File: src/rtl/shift_tx_ctrl.sv
// rtl/shift_tx_ctrl.sv - valid/ready parallel-in, LSB-first serial-out transmitter controller.
// Optional even-parity bit appended after the data MSB when SHIFT_TX_PARITY_EN is defined.
module shift_tx_ctrl #(
  parameter int N    = 8,
  parameter int DVSR = 4
) (
  input  logic         clk,
  input  logic         reset,
  input  logic [N-1:0] din,
  input  logic         din_valid,
  output logic         din_ready,
  output logic         s_out,
  output logic         busy,
  output logic         done_tick
);

`ifdef SHIFT_TX_PARITY_EN
  localparam int W = N + 1;
`else
  localparam int W = N;
`endif
  localparam int BITS = W;
  localparam int BCW  = $clog2(N + 2);

  typedef enum logic [1:0] {IDLE, SHIFT, DONE} state_t;

  state_t         state_q, state_d;
  logic [W-1:0]   sreg_q, sreg_d;
  logic [BCW-1:0] bcnt_q, bcnt_d;
  logic [W-1:0]   load_word;
  logic           accept;
  logic           tick_wrap;

`ifdef SHIFT_TX_PARITY_EN
  assign load_word = {^din, din};
`else
  assign load_word = din;
`endif

  assign accept = (state_q == IDLE) && din_valid;

  generate
    if (DVSR > 1) begin : g_tick
      localparam int TW = $clog2(DVSR);
      logic [TW-1:0] tcnt_q, tcnt_d;

      assign tick_wrap = (tcnt_q == TW'(DVSR - 1));

      always_comb begin
        tcnt_d = tcnt_q;
        if (accept) begin
          tcnt_d = '0;
        end else if (state_q == SHIFT) begin
          tcnt_d = tick_wrap ? '0 : tcnt_q + TW'(1);
        end
      end

      always_ff @(posedge clk or posedge reset) begin
        if (reset) tcnt_q <= '0;
        else       tcnt_q <= tcnt_d;
      end
    end else begin : g_no_tick
      // Every SHIFT cycle ends a bit period.
      assign tick_wrap = 1'b1;
    end
  endgenerate

  always_comb begin
    state_d = state_q;
    sreg_d  = sreg_q;
    bcnt_d  = bcnt_q;
    case (state_q)
      IDLE: begin
        if (din_valid) begin
          sreg_d  = load_word;
          bcnt_d  = '0;
          state_d = SHIFT;
        end
      end
      SHIFT: begin
        if (tick_wrap) begin
          sreg_d = {1'b0, sreg_q[W-1:1]};
          bcnt_d = bcnt_q + BCW'(1);
          if (bcnt_q == BCW'(BITS - 1)) state_d = DONE;
        end
      end
      DONE:    state_d = IDLE;
      default: state_d = IDLE;
    endcase
  end

  always_ff @(posedge clk or posedge reset) begin
    if (reset) begin
      state_q <= IDLE;
      sreg_q  <= '0;
      bcnt_q  <= '0;
    end else begin
      state_q <= state_d;
      sreg_q  <= sreg_d;
      bcnt_q  <= bcnt_d;
    end
  end

  // Outputs decode registered state only, so reset forces them without waiting for an edge.
  assign din_ready = (state_q == IDLE);
  assign busy      = (state_q != IDLE);
  assign done_tick = (state_q == DONE);
  assign s_out     = (state_q == SHIFT) ? sreg_q[0] : 1'b1;

endmodule
File: config.mk
export PLATFORM = sky130hd
export DESIGN_NAME = shift_tx_ctrl
export DESIGN_NICKNAME = d
export VERILOG_FILES = /design/src/rtl/shift_tx_ctrl.sv
export SDC_FILE = /design/constraint.sdc
export NUM_CORES = 1
export LEC_CHECK = 0
export CAP_MARGIN = 20
export CORE_UTILIZATION = 50
export DETAILED_ROUTE_END_ITERATION = 8
export PLACE_DENSITY = 0.76
export SETUP_SLACK_MARGIN = 0.3
export SLEW_MARGIN = 20
export SYNTH_ARGS = -nofsm -noshare
export SYNTH_HDL_FRONTEND = slang
export SYNTH_SLANG_ARGS = --single-unit
File: constraint.sdc
create_clock -name clk -period 1.9 [get_ports clk]
set_clock_uncertainty 0.1 [all_clocks]
set_input_delay 0.475 -clock clk [delete_from_list [all_inputs] [get_ports clk]]
set_output_delay 0.475 -clock clk [all_outputs]
set_load 0.05 [all_outputs]
==> flow_metrics.tcl <==
set metrics [dict create \
    drt_wl_total_um 1730 \
    path_class "reg2out" \
    clock_sinks 16 \
    synth-main-ff-cell "dfrtp_1" \
    synthCells 81 \
    syn_to_final_growth_pct 34.7 \
    relSlewSlack 0.819 \
    gp_congestion 0.772 \
    setup_viol 0 \
    setup_tns_ps 0 \
    worstSetupPathDepth 3 \
    hold_class "in2async" \
    drive_above_1_share 0.308 \
    cts_tree "yes" \
    critPathBufInv 2 \
    grt_overflow 0 \
    antenna_left 0 \
    max-cap-violations 0 \
    critPathMaxFanout 5 \
    cp-start-kind "flop" \
    arrival_ps 1240 \
    dieHeight_um 43.2 \
    status "completed" \
    postCtsHoldBufs 0 \
    synth_edf_count 0 \
    report.final.slew_viol_count 0 \
    syn-num-nets 94 \
    cpPeakStageDelay_ps 450 \
    vias 684 \
    row_count 14 \
    yosysUniqueCellTypes 29 \
    coreArea_um2 1540 \
    remaining_drc_errors 0 \
    yosys_warnings 0 \
    endpoint_kind "primary output" \
    cpMaxStageDelayCell "dfrtp_2" \
    start_util 0.550 \
    first_global_vias 642 \
    portBuffers 14 \
    grt_first_pass_wirelength_um 2930 \
    clockBufferDepth 2 \
    wl_per_cell_um 14.4 \
    startpoint "state_q[1]" \
    ctsRootBufferMaster "clkbuf_4" \
    n_fill_cell 108 \
    cts_buffers 3 \
    syn_avg_cell_area_um2 10.5 \
    final_nets 118 \
    final_cells 120 \
    antenna_found_initial 0 \
    die_width_um 43.2 \
    post-route-util 0.740 \
    first_iter_violations 20 \
    reg2reg_from "state_q[1]" \
    viasPerCell 5.70 \
    crit_chain "or2_4 -> clkinvlp_4 -> buf_12" \
    hpwlAfterDp_um 1120 \
    fmax_mhz 552 \
    path_clk_slew_ps 90 \
    cpLargestDelayFamily "flip-flops" \
    hold_viol_final 0 \
    syn_area_um2 847 \
    rsz0062_at_grt "yes" \
    dp_cells 111 \
    fin_crit_sh 0.953 \
    fin_crit_ps 1810 \
    leakagePower_nw 0.485 \
    synth_seq_cells 16 \
    power.total_mw 1.10 \
    cts.htree.levels 1 \
    grt_use_total 0.218 \
    r2r_cells 4 \
    grt_start_max_net_pins 17 \
    firstDrtPassIters 4 \
    power.density_nw_per_um2 960 \
    cp.required_ps 1320 \
    n_antenna_cell 0 \
    die-area_um2 1860 \
    async_flop_share 1.00 \
    tightest_slew_ps 271 \
    seq_area_frac_synth 0.473 \
    ioPinCount 15 \
    irDropWorstVdd_v 0.000801 \
    clk_latency_ps 290 \
]
-- per-layer routing --
layer,vias to the layer above,track usage,wire length (um)
li1,335,-,-
met1,331,0.273,818
met2,13,0.346,802
met3,5,0.0426,62
met4,0,0.127,46
met5,-,0,0
-- worst reg2reg max path: cells and delay by family, from the launching register on --
family	cells	cell delay, ps
AOI/OAI and AO/OA	1	140
and+or+nand+nor	2	610
DFF	1	450
buffers and inverters	1	150
-- path summary, 6_finish.rpt --
| path | end | slack [ps] |
|---|---|---|
| min in group clk | sreg_q[0] | 410 |
| max reg2reg | bcnt_q[3] | 380 |
| min reg2reg | sreg_q[0] | 410 |
| max in group asynchronous | state_q[1] | 1120 |
| min | sreg_q[4] | 380 |
| max | din_ready | 90 |
-- flip-flops by register name (all words and copies together), names as in the netlist --
signal,cells
sreg_q,8
g_tick.tcnt_q,2
state_q,2
bcnt_q,4
-- power breakdown --
part / switching, mW / leakage (nW) / internal (mW) / total [mW]
clock network: 0.109 / 0.0210 / 0.117 / 0.226
logic: 0.193 / 0.261 / 0.178 / 0.370
registers: 0.0676 / 0.203 / 0.431 / 0.499
total: 0.370 / 0.485 / 0.726 / 1.10
-- cell families after synthesis --
| group | count (synthesis) | share of synthesized area |
|---|---|---|
| simple gates | 18 | 0.126 |
| mux | 8 | 0.0945 |
| fa+ha+maj | 2 | 0.0295 |
| buf+inv | 9 | 0.0694 |
| compound gates | 28 | 0.208 |
| flops | 16 | 0.473 |
-- per-stage QoR --
stage / worst slack [ps] / hold WS [ps] / area (um^2)
final: 90.0 / 382 / 1140
after global routing: 59.3 / 403 / 1140
after CTS: 90.6 / 384 / 1130
after detailed placement: 8.17 / 387 / 1050
after global placement: 38.5 / 380 / 1050
after floorplan: 288 / 289 / 863
-- layout make-up --
class                      instances  area (um^2)  area share
clock buffer                       4         36.3      0.0318
inverter                           3         15.0      0.0132
multi-input combinational         56          413       0.362
sequential                        16          403       0.353
tap                               16         20.0      0.0175
timing repair buffer              25          254       0.223
-- layout by cell type (no fill, tap or decap), types with 3 or more instances in the layout --
master and n:
clkbuf_4 3, o21ai_1 10, buf_4 11, buf_12 3, mux2i_1 8, dfrtp_1 14, clkdlybuf4s50_1 10, nand2_1 3
o21ai_0 7
-- cell usage after synthesis, types with 2 or more instances --
cell,number,share of area
nor2_1,2,0.0089
inv_1,3,0.013
nand2_1,3,0.013
ha_1,2,0.030
o21ai_0,7,0.041
nand2b_1,2,0.015
o31ai_1,2,0.018
nor2b_1,3,0.022
dfrtp_1,16,0.47
a21oi_1,2,0.012
buf_2,2,0.012
mux2i_1,8,0.095
buf_6,3,0.040
o21ai_1,10,0.059
nand3_1,2,0.012
-- what timing repair did --
item | CTS | global route
setup buffers | 5 | 0
gates resized for setup | 5 | 2
endpoints found under the setup margin | 10 | 12
pin swaps | 0 | 0
(Power assumes the default switching activity.)
